### config.mk
export PLATFORM = sky130hd
export DESIGN_NAME = is_tx_seq
export DESIGN_NICKNAME = d
export VERILOG_FILES = /design/src/rtl/is_pkg_uart_controller.sv /design/src/rtl/is_nib2ascii.sv /design/src/rtl/is_tx_seq.sv
export SDC_FILE = /design/constraint.sdc
export NUM_CORES = 1
export LEC_CHECK = 0
export BUFFER_PORTS_ARGS = -buffer_cell sky130_fd_sc_hd__buf_2
export CAP_MARGIN = 15
export CELL_PAD_IN_SITES_DETAIL_PLACEMENT = 0
export CELL_PAD_IN_SITES_GLOBAL_PLACEMENT = 2
export CORE_ASPECT_RATIO = 0.75
export CORE_MARGIN = 2
export CORE_UTILIZATION = 27
export DETAILED_ROUTE_END_ITERATION = 10
export PLACE_DENSITY_LB_ADDON = 0.1
export RECOVER_POWER = 25
export SYNTH_ARGS = -nofsm -noshare
export SYNTH_HDL_FRONTEND = slang
export SYNTH_SLANG_ARGS = --single-unit
export TNS_END_PERCENT = 100
### constraint.sdc
create_clock -name clk_i -period 1.9 [get_ports clk_i]
set_input_delay 0 -clock clk_i [delete_from_list [all_inputs] [get_ports clk_i]]
set_output_delay 0 -clock clk_i [all_outputs]
set_load 0.05 [all_outputs]
### src/rtl/is_pkg_uart_controller.sv
// rtl/is_pkg_uart_controller.sv - shared types and constants for the UART command controller
package is_pkg_uart_controller;

  typedef enum logic [2:0] {
    IDLE,
    FETCH,
    SEND_MSG,
    HEX,
    CR,
    LF,
    DONE
  } tx_seq_state_t;

  localparam logic [7:0] ASCII_CR = 8'h0D;
  localparam logic [7:0] ASCII_LF = 8'h0A;

  localparam int ERR_A0_DEF = 0;
  localparam int ERR_A1_DEF = 2;
  localparam int PRE_A0_DEF = 4;
  localparam int PRE_A1_DEF = 5;

endpackage

### src/rtl/is_nib2ascii.sv
// rtl/is_nib2ascii.sv - 4-bit nibble to uppercase ASCII hex character
module is_nib2ascii (
  input  logic [3:0] nibble,
  output logic [7:0] ascii
);

  always_comb begin
    ascii = 8'h00;
    if (nibble < 4'd10) ascii = 8'h30 + {4'h0, nibble};
    else                ascii = 8'h37 + {4'h0, nibble};
  end

endmodule

### src/rtl/is_tx_seq.sv
// rtl/is_tx_seq.sv - response line sequencer: ROM string, optional hex result, CR LF
module is_tx_seq
  import is_pkg_uart_controller::*;
#(
  parameter int DATA_W    = 8,
  parameter int RES_W     = 16,
  parameter int MEM_WIDTH = 5,
  parameter int ERR_A0    = ERR_A0_DEF,
  parameter int ERR_A1    = ERR_A1_DEF,
  parameter int PRE_A0    = PRE_A0_DEF,
  parameter int PRE_A1    = PRE_A1_DEF
) (
  input  logic                 clk_i,
  input  logic                 rst_i,
  input  logic                 start_i,
  input  logic                 err_i,
  input  logic [RES_W-1:0]     res_i,
  output logic                 busy_o,
  output logic                 done_o,
  output logic [MEM_WIDTH-1:0] rom_addr_o,
  input  logic [DATA_W-1:0]    rom_data_i,
  input  logic                 tx_rdy_i,
  output logic                 tx_vld_o,
  output logic [DATA_W-1:0]    tx_data_o
);

  localparam int NDIG  = RES_W / 4;
  localparam int CNT_W = (NDIG > 1) ? $clog2(NDIG) : 1;

  // Addresses are truncated to the ROM width so the end compare never wraps.
  localparam logic [MEM_WIDTH-1:0] ERR_START = MEM_WIDTH'(ERR_A0);
  localparam logic [MEM_WIDTH-1:0] ERR_END   = MEM_WIDTH'(ERR_A1);
  localparam logic [MEM_WIDTH-1:0] PRE_START = MEM_WIDTH'(PRE_A0);
  localparam logic [MEM_WIDTH-1:0] PRE_END   = MEM_WIDTH'(PRE_A1);
  localparam logic [CNT_W-1:0]     LAST_DIG  = CNT_W'(NDIG - 1);

  tx_seq_state_t        state;
  logic [RES_W-1:0]     res_q;
  logic                 err_q;
  logic [CNT_W-1:0]     dig_cnt;
  logic [RES_W-1:0]     res_shift;
  logic [7:0]           hex_char;
  logic [MEM_WIDTH-1:0] end_addr;
  logic                 xfer;

  assign xfer      = tx_vld_o && tx_rdy_i;
  assign end_addr  = err_q ? ERR_END : PRE_END;
  assign res_shift = res_q << {dig_cnt, 2'b00};

  is_nib2ascii u_nib2ascii (
    .nibble (res_shift[RES_W-1 -: 4]),
    .ascii  (hex_char)
  );

  // Each byte-producing state loads tx_data_o when tx_vld_o is low and
  // advances on the transfer cycle, which also drops tx_vld_o.
  always_ff @(posedge clk_i) begin
    if (rst_i) begin
      state      <= IDLE;
      res_q      <= '0;
      err_q      <= 1'b0;
      dig_cnt    <= '0;
      busy_o     <= 1'b0;
      done_o     <= 1'b0;
      rom_addr_o <= '0;
      tx_vld_o   <= 1'b0;
      tx_data_o  <= '0;
    end else begin
      done_o <= 1'b0;
      case (state)
        IDLE: begin
          if (start_i) begin
            res_q      <= res_i;
            err_q      <= err_i;
            rom_addr_o <= err_i ? ERR_START : PRE_START;
            busy_o     <= 1'b1;
            state      <= FETCH;
          end
        end
        FETCH: state <= SEND_MSG;
        SEND_MSG: begin
          if (!tx_vld_o) begin
            tx_data_o <= rom_data_i;
            tx_vld_o  <= 1'b1;
          end else if (tx_rdy_i) begin
            tx_vld_o <= 1'b0;
            if (rom_addr_o == end_addr) begin
              state <= err_q ? CR : HEX;
            end else begin
              rom_addr_o <= rom_addr_o + 1'b1;
              state      <= FETCH;
            end
          end
        end
        HEX: begin
          if (!tx_vld_o) begin
            tx_data_o <= DATA_W'(hex_char);
            tx_vld_o  <= 1'b1;
          end else if (tx_rdy_i) begin
            tx_vld_o <= 1'b0;
            if (dig_cnt == LAST_DIG) begin
              dig_cnt <= '0;
              state   <= CR;
            end else begin
              dig_cnt <= dig_cnt + 1'b1;
            end
          end
        end
        CR: begin
          if (!tx_vld_o) begin
            tx_data_o <= DATA_W'(ASCII_CR);
            tx_vld_o  <= 1'b1;
          end else if (xfer) begin
            tx_vld_o <= 1'b0;
            state    <= LF;
          end
        end
        LF: begin
          if (!tx_vld_o) begin
            tx_data_o <= DATA_W'(ASCII_LF);
            tx_vld_o  <= 1'b1;
          end else if (xfer) begin
            tx_vld_o <= 1'b0;
            busy_o   <= 1'b0;
            done_o   <= 1'b1;
            state    <= DONE;
          end
        end
        DONE:    state <= IDLE;
        default: state <= IDLE;
      endcase
    end
  end

endmodule

==> results by group, run 1 <==
Worst hold path
  • Worst hold stages: 3
  • Worst hold start: rom_data_i[4]
  • Worst Hold Class: input pin to flip-flop
  • Hold endpoint: tx_data_o[4]

Cells and area
  • Most frequent cells in the layout: nand2_1 (42), dfxtp_1 (33), buf_2 (32)
  • Commonest non-fill, non-tap cell in the layout: nand2_1
  • Fraction of layout cells with a size suffix above 1: between 20 and 30%
  • Nets: 341
  • Post-route cell area: roughly 0.0027 sq mm
  • Final non-filler cell total: ~390
  • Number of fill cells in the layout: 743
  • Reg area: just under 800 sq um
  • P&R area growth vs syn: 43.78%
  • Antenna diode count: 0
  • Multi-input logic area: 0.001057 sq mm

Yosys
  • Syn Std Cell Area: 0.001872 sq mm
  • Register area share after synthesis: 40.64%
  • Post-synth EDFFs: 0
  • Synth Flop Type: dfxtp_1
  • Post-Syn Nets: ~260
  • Unique masters post-synth: 45
  • Top cell type's share of synthesized area: between 40% and 50%
  • Count of state elements after synthesis: 38
  • Synth async-reset ratio: 0%
  • Gate Count Post-Synth: 231
  • Syn avg cell area: 8.103 sq um
  • Largest area contributor in the netlist: dfxtp_1
  • Leading post-synthesis cells by cell area: dfxtp_1 (41%), nand2_1 (8.6%), a21oi_1 (8.0%)
  • Yosys warns: 0

Routing
  • DRT iter0 DRCs: 46
  • DRT Wirelength: 5.276 mm
  • DR WL/cell: between 10 and 15 um
  • Vias per Instance: ~4.7
  • Post-DRT Antenna Nets: 0
  • Total number of vias: around 1800
  • Post-route DRC violation count: 0
  • DRT Pass-1 Iters: 4

Timing
  • Worst clock skew: approximately 5.1 ps
  • Fmax achieved: 529.2 MHz
  • Hold_ws: roughly 60 ps
  • RSZ-0062 raised after global routing: true
  • Slew @ Worst Pin: 607.0 ps
  • Period utilization: 99.45%
  • Max Slew Vio Count: 0
  • Max-slew headroom: 59.71%
  • Final Hold Fails: 0
  • Final min period: 1890 ps
  • Final setup violation count: 0
  • Worst Setup Slack, final: 10.41 ps

Critical path
  • CP Launch Type: flip-flop
  • Buffers & Inverters on Critical Path: 1
  • Crit path largest cell delay: roughly 560 ps
  • Reg-to-reg setup timing slack: ~10 ps
  • Cell family with most CP delay: multiplexers
  • WP data arrival: 2060 ps
  • R2r endpoint: tx_data_o[2]
  • Critical path required time: approximately 2100 ps
  • Depth of the worst register-to-register path: 7
  • Critical R2R Launch: dig_cnt[0]
  • Slowest-stage cell, CP: mux4_2
  • Max FO, Critical Path: 4
  • WS Path Type: flip-flop to flip-flop
  • CP cell instances: mux4_2 > inv_2 > ha_4 > nand2_2 > mux2_4 > a221oi_2 > nor3_1
  • CP endpoint kind: flip-flop

CTS
  • CTS tree: yes
  • Clock transition at the registers of the reported paths: about 80 ps
  • CTS sink count: 38
  • CTS H-tree lvls: 2
  • Total CTS buffers: 5
  • Worst skew pair latency: just under 300 ps
  • Clock Tree Buf Depth: 2
  • Clock root cell: clkbuf_8

Floorplanning
  • Row count: 26
  • Chip height: between 70 and 80 um
  • Starting Density: 27.66%
  • CORE AREA: about 0.0068 sq mm
  • Die W: 100.1 um
  • Die area: 0.007621 sq mm
  • IO Count: 45

Global route
  • Largest net degree at the start of global routing: 21
  • Vias in the first global route: 1687
  • Antenna violations before repair: 0
  • First-pass GRT wire length: approximately 8.6 mm
  • Overall routing resource usage: 14.02%
  • Grt ovf: 0

Placement
  • Count of input and output buffers: 44
  • Dpl ws: -39.32 ps
  • Placed inst area: 0.002338 sq mm
  • Post-DP HPWL: between 3 and 4 mm
  • Placer Congestion: slightly above 0.8
  • Placed cell count: 367

Outcome
  • Outcome: complete, no violations

Pwr
  • Leakage: 0.001102 uW
  • PD cells: a little under 1000 mW/mm^2
  • Total chip power: 2598 uW
  • Worst VDD drop: 297.1 uV

Job
  • Max-Cap Viols: 0
-- worst min-delay path, cell delays in order --
cell and delay [ps]:
buf_2 80, a31oi_1 80, a211oi_2 150
-- cell usage after synthesis, types with 3 or more instances --
master    number
a21o_1         5
mux4_2         4
ha_1           3
nor2_1        22
o21ai_0        4
nor2b_1        3
inv_1          6
nand2_1       43
nand3_1        6
a21oi_1       30
nor3_1        13
xor2_1         3
clkbuf_1      14
dfxtp_1       38
-- metal layers --
metal  GRT usage [%]  up-vias  share of wire, %
li1                -      969                 -
met1           21.28      834                55
met2           19.80       32                41
met3           3.119        2               3.5
met4           3.699        0              0.34
met5               0        -                 0
-- registers in the layout, indices dropped and copies added (netlist names) --
name / cells
tx_vld_o: 1
dig_cnt: 2
state: 3
done_o: 1
err_q: 1
tx_data_o: 8
res_q: 16
rom_addr_o: 5
busy_o: 1
-- worst max-delay path by stage --
stage,from,endpoint,cells after the start
CTS,dig_cnt[0],tx_data_o[2],7
floorplan,dig_cnt[0],tx_data_o[2],8
detailed placement,dig_cnt[0],tx_data_o[2],7
global route,dig_cnt[0],tx_data_o[2],7
global placement,dig_cnt[0],tx_data_o[2],7
finish,dig_cnt[0],tx_data_o[2],7
-- through the flow --
stage                     util (%)  TNS (ps)
after floorplan                  -    -20.93
after global placement       34.56    -4.162
after detailed placement     34.56    -39.32
after CTS                    39.72    -20.80
after global routing         39.77    -231.8
final                        39.77         0
-- area by class of cell --
type / count / share of cell area, %
multi-input combinational: 172 / 39.28
sequential: 38 / 28.59
timing repair buffer: 86 / 22.08
tap: 84 / 3.905
clock buffer: 6 / 3.068
clock inverter: 2 / 2.232
inverter: 6 / 0.8368
-- where the power goes --
| group | switching (uW) | internal (uW) |
|---|---|---|
| sequential | 51.0 | 887 |
| combinational | 502 | 299 |
| clock | 299 | 560 |
-- cells by family (layout without fill, tap and decap cells) --
| group | Yosys count | after routing | synth area share (%) |
|---|---|---|---|
| AOI/OAI and AO/OA | 59 | 59 | 20.12 |
| xor gates and xnor gates | 4 | 4 | 1.872 |
| adders and majority gates | 3 | 3 | 2.006 |
| buffers and inverters | 21 | 100 | 4.612 |
| DFF | 38 | 38 | 40.64 |
| muxes | 6 | 6 | 5.949 |
| and+or+nand+nor | 100 | 100 | 24.80 |
-- what timing repair did --
action / in CTS / in global routing
hold buffers: 18 / 0
resized for setup: 5 / 6
endpoints found under the setup margin: 1 / 5
pin swaps: 3 / 10
endpoints found under the hold margin: 18 / 0
setup buffers: 1 / 1
Power figures use the tool's default switching activity.
==> run 2, diff against run 1 <==
CORE_UTILIZATION = 30   (was 27)
clock period = 2.1 ns   (was 1.9 ns; I/O delays follow)
==> run 2 against run 1 <==
Against the previous run:
- non-clock buffer count down 10
- sequential share of layout area increased by 1.4 points
- clock-buffer cell count unchanged
- first-iteration DRC count increased by 110%
- power down 12%
- final cell count fell by 4.1%
- critical path depth unchanged
- worst setup slack gained 110 ps
- critical endpoint unchanged
==> results by group, run 2 (synthesized netlist as in run 1, its figures left out) <==
Outcome
  • Outcome: complete, no violations

Pwr
  • Leakage: 0.001024 uW
  • Worst VDD drop: 325.1 uV
  • Total chip power: between 2000 and 2500 uW
  • PD cells: ~900 mW/mm^2

Placement
  • Dpl ws: 23.83 ps
  • Post-DP HPWL: 3.638 mm
  • Count of input and output buffers: 44
  • Placer Congestion: just under 0.8
  • Placed inst area: roughly 0.0022 sq mm

CTS
  • CTS tree: yes
  • CTS sink count: 38
  • Total CTS buffers: 5
  • CTS H-tree lvls: 2
  • Worst skew pair latency: 290 ps
  • Clock root cell: clkbuf_8
  • Clock transition at the registers of the reported paths: about 80 ps
  • Postcts setup bufs: 0
  • Clock Tree Buf Depth: 2

Timing
  • Worst clock skew: between 6 and 7 ps
  • Period utilization: 94.11%
  • Max-slew headroom: 60.33%
  • RSZ-0062 raised after global routing: false
  • Fmax achieved: 506.0 MHz
  • Setup TNS: 0 ps
  • Final Hold Fails: 0
  • Slew @ Worst Pin: 597.7 ps
  • Worst Setup Slack, final: 123.7 ps
  • Final min period: between 1500 and 2000 ps
  • Final setup violation count: 0
  • Max Slew Vio Count: 0

Cells and area
  • Nets: 331
  • Commonest non-fill, non-tap cell in the layout: nand2_1
  • Number of fill cells in the layout: 632
  • Largest Register: res_q
  • Final core occ: between 40% and 50%
  • P&R area growth vs syn: 35.63%
  • Post-route cell area: 0.002539 sq mm
  • Largest regs: res_q: 16 flops, tx_data_o: 8 flops, rom_addr_o: 5 flops
  • Fraction of layout cells with a size suffix above 1: 22.67%
  • Most frequent cells in the layout: nand2_1 (43), dfxtp_1 (37), buf_2 (31)
  • Antenna diode count: 0
  • Max reg flops: 16

Routing
  • DRT Pass-1 Iters: 4
  • DR WL/cell: between 10 and 15 um
  • DRT Wirelength: 5.014 mm
  • DRT iter0 DRCs: 98
  • Total number of vias: 1778
  • Post-DRT Antenna Nets: 0
  • Post-route DRC violation count: 0
  • Vias per Instance: roughly 4.7

Floorplanning
  • Die W: about 95 um
  • Chip height: between 70 and 80 um
  • Row count: 24
  • CORE AREA: between 0.005 and 0.006 sq mm
  • Starting Density: 31.64%
  • IO Count: 45
  • Die area: 0.006894 sq mm

Worst hold path
  • Worst Hold Class: input pin to flip-flop

Critical path
  • WS Path Type: flip-flop to flip-flop
  • CP cell instances: mux4_2 > inv_1 > ha_1 > nand2_1 > mux2_2 > a221oi_2 > nor3_1
  • Buffers & Inverters on Critical Path: 1
  • Critical path required time: approximately 2300 ps
  • Cell family with most CP delay: multiplexers
  • CP Launch Type: flip-flop
  • WP data arrival: between 2000 and 2500 ps
  • Max FO, Critical Path: 5
  • Slowest-stage cell, CP: mux4_2
  • CP endpoint kind: flip-flop
  • Crit path largest cell delay: 550 ps

Global route
  • Antenna violations before repair: 0
  • Largest net degree at the start of global routing: 29
  • Overall routing resource usage: between 10% and 20%
  • Grt ovf: 0
  • Vias in the first global route: around 1700
  • First-pass GRT wire length: around 8 mm

Job
  • Max-Cap Viols: 0
-- run 2: cell types whose count changed in the layout (fill, tap and decap cells not counted), moves of 2 or more --
cell,change
buf_12,-2
inv_2,-2
dfxtp_2,-3
dfxtp_1,+4
inv_1,+2
buf_4,-7
-- run 2: timing repair --
action	in CTS	in global routing
endpoints found under the hold margin	18	0
endpoints found under the setup margin	1	0
gates resized for setup	1	0
hold buffers	18	0
-- run 2: metrics by stage --
stage	instances	hold WS [ps]
floorplan	231	136.0
global placement	352	242.3
detailed placement	352	247.4
CTS	378	64.59
global route	378	90.24
finish	378	66.08
-- run 2: report_power, final --
part / switching, uW / leakage [uW] / total, uW / internal (uW)
Clock: 263 / 0.0000714 / 770 / 507
Combinational: 440 / 0.000641 / 672 / 233
Sequential: 44.3 / 0.000311 / 846 / 802
-- run 2: layer usage --
metal | vias up | GRT usage (%) | part of all wire, %
li1 | 939 | - | -
met1 | 808 | 23.07 | 53
met2 | 29 | 21.75 | 42
met3 | 2 | 3.738 | 4.4
met4 | 0 | 4.348 | 0.50
met5 | - | 0 | 0
-- run 2: layout make-up --
class	count	area, sq um	area share (%)
Clock buffer	6	82.58	3.253
Clock inverter	2	60.06	2.366
Inverter	6	22.52	0.8871
Multi-Input combinational cell	172	1025	40.36
Sequential cell	38	762.0	30.01
Tap cell	78	97.59	3.844
Timing Repair Buffer	76	489.2	19.27
-- run 2: worst min-delay path, stage by stage --
cell and delay, ps:
buf_2 70, a2111oi_0 80, nor3_1 150
-- run 2: final timing paths --
check,startpoint,end,slack (ps),cells past startpoint
max,dig_cnt[0],tx_data_o[2],120,7
min,rom_data_i[3],tx_data_o[3],70,3
max reg2reg,dig_cnt[0],tx_data_o[2],120,7
min reg2reg,res_q[8],res_q[8],460,2
